<file path="config.mk">
export PLATFORM = sky130hd
export DESIGN_NAME = alu_acc_flat
export DESIGN_NICKNAME = d
export VERILOG_FILES = /design/src/rtl/alu_acc_pkg.sv /design/src/rtl/alu_acc_if.sv /design/src/rtl/shift_add_mul.sv /design/src/rtl/alu_acc.sv /design/src/flat_wrapper.sv
export SDC_FILE = /design/constraint.sdc
export NUM_CORES = 1
export LEC_CHECK = 0
export BUFFER_PORTS_ARGS = -buffer_cell sky130_fd_sc_hd__buf_2
export CAP_MARGIN = 5
export CORE_UTILIZATION = 54
export DETAILED_ROUTE_END_ITERATION = 10
export PLACE_DENSITY_LB_ADDON = 0.12
export SLEW_MARGIN = 25
export SYNTH_ARGS = -nofsm -noshare
export SYNTH_HDL_FRONTEND = slang
export SYNTH_HIERARCHICAL = 1
export SYNTH_SLANG_ARGS = --single-unit
</file>
<file path="constraint.sdc">
create_clock -name clock -period 2.4 [get_ports clock]
set_clock_uncertainty 0.05 [all_clocks]
set_input_delay 0.24 -clock clock [delete_from_list [all_inputs] [get_ports clock]]
set_output_delay 0.24 -clock clock [all_outputs]
set_load 0.01 [all_outputs]
</file>
<file path="src/rtl/alu_acc_pkg.sv">
`default_nettype none
// ============================================================================
// Module      : alu_acc_pkg
// Description : Op codes and multiplier state encoding for the accumulator ALU.
// Revision    : 1.0 - initial release
// ============================================================================
package alu_acc_pkg;

    localparam logic [2:0] OP_ADD   = 3'd0;
    localparam logic [2:0] OP_SUB   = 3'd1;
    localparam logic [2:0] OP_LOGIC = 3'd2;
    localparam logic [2:0] OP_ANY   = 3'd3;
    localparam logic [2:0] OP_ALL   = 3'd4;
    localparam logic [2:0] OP_SHL   = 3'd5;
    localparam logic [2:0] OP_MUL   = 3'd6;
    localparam logic [2:0] OP_HOLD  = 3'd7;

    typedef enum logic [0:0] {
        MUL_IDLE = 1'b0,
        MUL_RUN  = 1'b1
    } mul_state_e;

endpackage
`default_nettype wire

</file>
<file path="src/rtl/alu_acc_if.sv">
`default_nettype none
// ============================================================================
// Module      : alu_acc_if
// Description : Request/response bundle between the accumulator ALU and its
//               driver (start/op/a in, busy/done/result/flags out).
// Revision    : 1.0 - initial release
// ============================================================================
interface alu_acc_if #(
    parameter int W = 4
) ();

    logic             start;
    logic [2:0]       op;
    logic [W-1:0]     a;
    logic             busy;
    logic             done;
    logic [2*W-1:0]   result;
    logic             carry;
    logic             zero;

    modport master (
        output start, op, a,
        input  busy, done, result, carry, zero
    );

    modport slave (
        input  start, op, a,
        output busy, done, result, carry, zero
    );

endinterface
`default_nettype wire

</file>
<file path="src/rtl/shift_add_mul.sv">
`default_nettype none
// ============================================================================
// Module      : shift_add_mul
// Description : W-cycle unsigned shift-add multiplier. product is the value the
//               accumulator takes on the edge where done is high.
// Revision    : 1.0 - initial release
// ============================================================================
module shift_add_mul
    import alu_acc_pkg::*;
#(
    parameter int W = 4
) (
    input  wire logic             clock,
    input  wire logic             reset,
    input  wire logic             go,
    input  wire logic [W-1:0]     a,
    input  wire logic [W-1:0]     b,
    output logic                  busy,
    output logic                  done,
    output logic [2*W-1:0]        product
);

    localparam int c_cnt_w = (W > 1) ? $clog2(W) : 1;
    localparam logic [c_cnt_w-1:0] c_cnt_last = c_cnt_w'(W - 1);

    mul_state_e           r_state_q,  w_state_d;
    logic [c_cnt_w-1:0]   r_cnt_q,    w_cnt_d;
    logic [2*W-1:0]       r_mcand_q,  w_mcand_d;
    logic [W-1:0]         r_mplier_q, w_mplier_d;
    logic [2*W-1:0]       r_acc_q,    w_acc_d;
    logic [2*W-1:0]       w_acc_step;

    always_comb begin
        w_state_d  = r_state_q;
        w_cnt_d    = r_cnt_q;
        w_mcand_d  = r_mcand_q;
        w_mplier_d = r_mplier_q;
        w_acc_d    = r_acc_q;
        done       = 1'b0;
        w_acc_step = r_mplier_q[0] ? (r_acc_q + r_mcand_q) : r_acc_q;

        case (r_state_q)
            MUL_IDLE: begin
                if (go) begin
                    w_state_d  = MUL_RUN;
                    w_cnt_d    = '0;
                    w_mcand_d  = {{W{1'b0}}, a};
                    w_mplier_d = b;
                    w_acc_d    = '0;
                end
            end
            MUL_RUN: begin
                w_acc_d    = w_acc_step;
                w_mcand_d  = {r_mcand_q[2*W-2:0], 1'b0};
                w_mplier_d = {1'b0, r_mplier_q[W-1:1]};
                w_cnt_d    = r_cnt_q + 1'b1;
                // Last iteration: hand the finished sum straight to the caller
                // so it lands in the accumulator on this same edge.
                if (r_cnt_q == c_cnt_last) begin
                    w_state_d = MUL_IDLE;
                    done      = 1'b1;
                end
            end
            default: w_state_d = MUL_IDLE;
        endcase
    end

    always_ff @(posedge clock) begin
        if (reset) begin
            r_state_q  <= MUL_IDLE;
            r_cnt_q    <= '0;
            r_mcand_q  <= '0;
            r_mplier_q <= '0;
            r_acc_q    <= '0;
        end else begin
            r_state_q  <= w_state_d;
            r_cnt_q    <= w_cnt_d;
            r_mcand_q  <= w_mcand_d;
            r_mplier_q <= w_mplier_d;
            r_acc_q    <= w_acc_d;
        end
    end

    assign busy    = (r_state_q == MUL_RUN);
    assign product = w_acc_step;

endmodule
`default_nettype wire

</file>
<file path="src/rtl/alu_acc.sv">
`default_nettype none
// ============================================================================
// Module      : alu_acc
// Description : Accumulator ALU: combines operand a with the low half of its
//               own 2*W-bit result register; MUL runs on a shift-add unit.
// Revision    : 1.0 - initial release
// ============================================================================
module alu_acc
    import alu_acc_pkg::*;
#(
    parameter int W = 4
) (
    input  wire logic   clock,
    input  wire logic   reset,
    alu_acc_if.slave    bus
);

    localparam int SHW = $clog2(2 * W);
    localparam logic [2*W-1:0] c_any_set = {1'b1, {(2*W-2){1'b0}}, 1'b1};
    localparam logic [2*W-1:0] c_all_set = {1'b0, {(2*W-2){1'b1}}, 1'b0};

    logic [2*W-1:0]  r_result_q, w_result_d;
    logic            r_carry_q,  w_carry_d;
    logic            r_done_q,   w_done_d;

    logic [W-1:0]    w_b;
    logic [SHW-1:0]  w_sh;
    logic [W:0]      w_sum;
    logic [W:0]      w_diff;
    logic [2*W-1:0]  w_shl;
    logic            w_accept;
    logic            w_go;
    logic            w_mul_busy;
    logic            w_mul_done;
    logic [2*W-1:0]  w_mul_product;

    shift_add_mul #(
        .W (W)
    ) u_mul (
        .clock   (clock),
        .reset   (reset),
        .go      (w_go),
        .a       (bus.a),
        .b       (w_b),
        .busy    (w_mul_busy),
        .done    (w_mul_done),
        .product (w_mul_product)
    );

    always_comb begin
        w_b        = r_result_q[W-1:0];
        w_sh       = r_result_q[SHW-1:0];
        w_sum      = {1'b0, bus.a} + {1'b0, w_b};
        // Borrow falls out as bit W of the widened difference.
        w_diff     = {1'b0, w_b} - {1'b0, bus.a};
        w_shl      = {{W{1'b0}}, bus.a} << w_sh;
        w_accept   = bus.start && !w_mul_busy;

        w_result_d = r_result_q;
        w_carry_d  = r_carry_q;
        w_done_d   = 1'b0;
        w_go       = 1'b0;

        if (w_mul_done) begin
            w_result_d = w_mul_product;
            w_carry_d  = 1'b0;
            w_done_d   = 1'b1;
        end else if (w_accept) begin
            w_carry_d = 1'b0;
            w_done_d  = 1'b1;
            case (bus.op)
                OP_ADD: begin
                    w_result_d = {{(W-1){1'b0}}, w_sum};
                    w_carry_d  = w_sum[W];
                end
                OP_SUB: begin
                    w_result_d = {{W{1'b0}}, w_diff[W-1:0]};
                    w_carry_d  = w_diff[W];
                end
                OP_LOGIC: w_result_d = {bus.a ^ w_b, bus.a | w_b};
                OP_ANY:   w_result_d = (|bus.a) ? c_any_set : '0;
                OP_ALL:   w_result_d = (&bus.a) ? c_all_set : '0;
                OP_SHL:   w_result_d = w_shl;
                OP_MUL: begin
                    // Completion is reported later by the multiplier.
                    w_go      = 1'b1;
                    w_done_d  = 1'b0;
                    w_carry_d = r_carry_q;
                end
                OP_HOLD:  w_result_d = r_result_q;
                default:  w_result_d = r_result_q;
            endcase
        end
    end

    always_ff @(posedge clock) begin
        if (reset) begin
            r_result_q <= '0;
            r_carry_q  <= 1'b0;
            r_done_q   <= 1'b0;
        end else begin
            r_result_q <= w_result_d;
            r_carry_q  <= w_carry_d;
            r_done_q   <= w_done_d;
        end
    end

    assign bus.busy   = w_mul_busy;
    assign bus.done   = r_done_q;
    assign bus.result = r_result_q;
    assign bus.carry  = r_carry_q;
    assign bus.zero   = (r_result_q == '0);

endmodule
`default_nettype wire

</file>
<file path="src/flat_wrapper.sv">
// flat-port wrapper written by rule: the top's interface ports become plain ports
module alu_acc_flat import alu_acc_pkg::*;
#(
    parameter int W = 4
)
  (clock, reset, bus_start, bus_op, bus_a, bus_busy, bus_done, bus_result, bus_carry, bus_zero);
  alu_acc_if #(.W(W)) bus_i ();
  input  wire logic clock;
  input  wire logic reset;
  input wire logic [$bits(bus_i.start)-1:0] bus_start;
  input wire logic [$bits(bus_i.op)-1:0] bus_op;
  input wire logic [$bits(bus_i.a)-1:0] bus_a;
  output wire logic [$bits(bus_i.busy)-1:0] bus_busy;
  output wire logic [$bits(bus_i.done)-1:0] bus_done;
  output wire logic [$bits(bus_i.result)-1:0] bus_result;
  output wire logic [$bits(bus_i.carry)-1:0] bus_carry;
  output wire logic [$bits(bus_i.zero)-1:0] bus_zero;
  assign bus_i.start = bus_start;
  assign bus_i.op = bus_op;
  assign bus_i.a = bus_a;
  assign bus_busy = bus_i.busy;
  assign bus_done = bus_i.done;
  assign bus_result = bus_i.result;
  assign bus_carry = bus_i.carry;
  assign bus_zero = bus_i.zero;
  alu_acc #(.W(W)) u_core (.clock(clock), .reset(reset), .bus(bus_i));
endmodule
</file>
==> flow_metrics.tcl <==
set metrics [dict create \
    outcome "finished, final reports clean" \
    timing.fmax_mhz 444 \
    finalMaxSlewViolations 0 \
    initial_utilization_pct 56.0 \
    min_path_type "primary input to register" \
    rsz0062_at_grt "no" \
    antenna_found_initial 0 \
    rows 25 \
    critPathKind "register to register" \
    async_flop_share_pct 0 \
    clock_path_buffers 2 \
    worst_slew_pin_slew_ps 641 \
    die_w_um 71.8 \
    cp_data_arrival_time_ps 2360 \
    antenna_cells 0 \
    busiest_layer "met2" \
    drv_cap 0 \
    drive_above_1_share_pct 17.8 \
    path_cells "ha_4 -> fa_2 -> a21o_1 -> a31oi_2 -> o21bai_1 -> xor2_1 -> mux2_2 -> and2_1 -> a31oi_1 -> o2bb2ai_1" \
    ys_seq_area_share_pct 25.1 \
    power.density_nw_per_um2 488 \
    synth_area_leaders "dfxtp_1 (25%), ha_1 (9.5%), a21oi_1 (5.1%), nor2_1 (4.9%), mux2i_1 (4.2%)" \
    start_kind "register" \
    cts_buffers 5 \
    wl_per_cell_um 17.2 \
    synth_edf_count 0 \
    clock_sinks 33 \
    dp_hpwl_mm 4.65 \
    drtIter0Drc 262 \
    stdcell_area_um2 2930 \
    fin_nets 363 \
    fin_crit_sh_pct 93.9 \
    cts_htree_levels 2 \
    use_met2_pct 42.2 \
    crit_path_end_kind "register" \
    syn_nets 347 \
    met1_usage_pct 37.9 \
    grt-ovfl-total 0 \
    track_usage_pct 27.0 \
    fillers 424 \
    finalSetupTns_ps 0 \
    firstDrtPassIters 6 \
    final.min_clock_period_ps 2250 \
    synth_top_area_cell "dfxtp_1" \
    leakagePower_uw 0.00124 \
    use_met3_pct 5.20 \
    synth_cell_types 63 \
    area_growth_pct 11.5 \
    die_h_um 71.8 \
    cts_tree "yes" \
    pin_count 22 \
    avgSynthCellArea_um2 8.37 \
    critPathRequiredTime_ps 2510 \
    cp_slowest_cell "fa_2" \
    grt_pass1_wl_mm 10.8 \
    viasPerCell 6.28 \
    seq_area_um2 662 \
    ys_seq_elements 33 \
    drt_wl_total_mm 6.62 \
    worstSkewPairLatency_ps 290 \
    ir_drop_mv 0.321 \
    post_dp_cell_area_um2 2780 \
    path_max_fanout 3 \
    antenna_left 0 \
    grt_max_degree 44 \
    route.detailed.drc 0 \
    portBuffers 21 \
    netlist_area_um2 2630 \
    ctsRootBufferMaster "clkbuf_8" \
    synth_most_common_cell "nor2_1" \
    clkTransAtPathRegs_ps 70 \
    synth_common_cells "nor2_1 (34), dfxtp_1 (33), a21oi_1 (27), ha_1 (20), inv_1 (15)" \
    synth_top_area_share_pct 25.1 \
    max-slew-margin-rel_pct 57.3 \
    core_area_um2 4690 \
    synth-main-ff-cell "dfxtp_1" \
    ys_warn_count 6 \
    gp_congestion 0.924 \
    hold_viol_final 0 \
    synthCells 314 \
    ctsHoldBuffers 0 \
    postCtsSetupRepairBufs 0 \
    die-area_um2 5150 \
    multiInputGateArea_um2 1840 \
    cpPeakStageDelay_ps 350 \
    via_count 2417 \
    grt_pass1_vias 2218 \
    final-setup-viol-count 0 \
]
[layout by cell type (no fill, tap or decap), types with 9 or more instances in the layout]
cell type,n
mux2i_1,11
nand2_1,9
nor2_1,34
ha_1,19
inv_1,15
buf_2,21
dfxtp_1,32
a21oi_1,27
nor3b_1,9
[layout make-up]
| type | instances | share of cell area [%] |
|---|---|---|
| clock inverters | 2 | 1.28 |
| repair buffers | 29 | 6.06 |
| clock buffers | 6 | 2.82 |
| multi-input cells | 245 | 62.9 |
| inverters | 16 | 2.05 |
| well taps | 54 | 2.31 |
| flip-flops and latches | 33 | 22.6 |
[kinds of logic (layout without fill, tap and decap cells)]
group	after synthesis	in the layout	synth area share, %
AOI/OAI and AO/OA	88	88	23.0
xor gates and xnor gates	8	8	2.67
adders and majority gates	23	23	11.8
buffers and inverters	36	53	5.95
DFF	33	33	25.1
muxes	20	20	8.47
and+or+nand+nor	106	106	22.9
[flip-flops by register name (all words and copies together), names as in the netlist]
register and count:
u_core/bus.carry 1, u_core/u_mul/r_mplier_q 4, u_core/bus.result 8, u_core/bus.done 1, u_core/u_mul/r_acc_q 8, u_core/u_mul/busy 1, u_core/u_mul/r_mcand_q 8, u_core/u_mul/r_cnt_q 2
[stage by stage]
step	worst slack (ps)	total power, uW	hold slack (ps)	utilization, %	instances
after floorplan	36.3	791	384	-	314
after global placement	83.5	874	409	59.3	377
after detailed placement	23.9	876	417	59.3	377
after CTS	0.630	1440	317	61.9	385
after global routing	10.8	1500	357	62.5	385
final	148	1430	322	62.5	385
[path summary, 6_finish.rpt]
path	from	endpoint	slack, ps	cells past startpoint
worst max-delay path	u_core/u_mul/r_acc_q[0]	u_core/bus.result[6]	150	10
worst min-delay path	bus_a[0]	u_core/u_mul/r_mcand_q[0]	320	3
worst max register to register	u_core/u_mul/r_acc_q[0]	u_core/bus.result[6]	150	10
worst min register to register	u_core/bus.carry	u_core/bus.carry	420	2
[critical path: cells and delay by family (launching register included)]
family / cells / cell delay (ps)
compound gates: 5 / 660
xor+xnor: 1 / 160
fa+ha+maj: 2 / 520
flops: 1 / 340
mux: 1 / 260
simple gates: 1 / 130
[timing repair]
item,4_1_cts,5_1_grt
gates resized for setup,0,7
hold endpoints to repair,0,0
setup endpoints to repair,0,2
[per-layer routing]
metal / wire [um] / part of all wire, %
met1: 3130 / 47
met2: 2970 / 45
met3: 409 / 6.2
met4: 104 / 1.6
met5: 0 / 0
[report_power, final]
group | switching [uW] | internal, uW | total [uW]
combinational | 176 | 118 | 294
clock | 221 | 338 | 559
sequential | 16.5 | 562 | 579
total | 414 | 1020 | 1430
No activity file was read; power rests on OpenSTA's default activity.
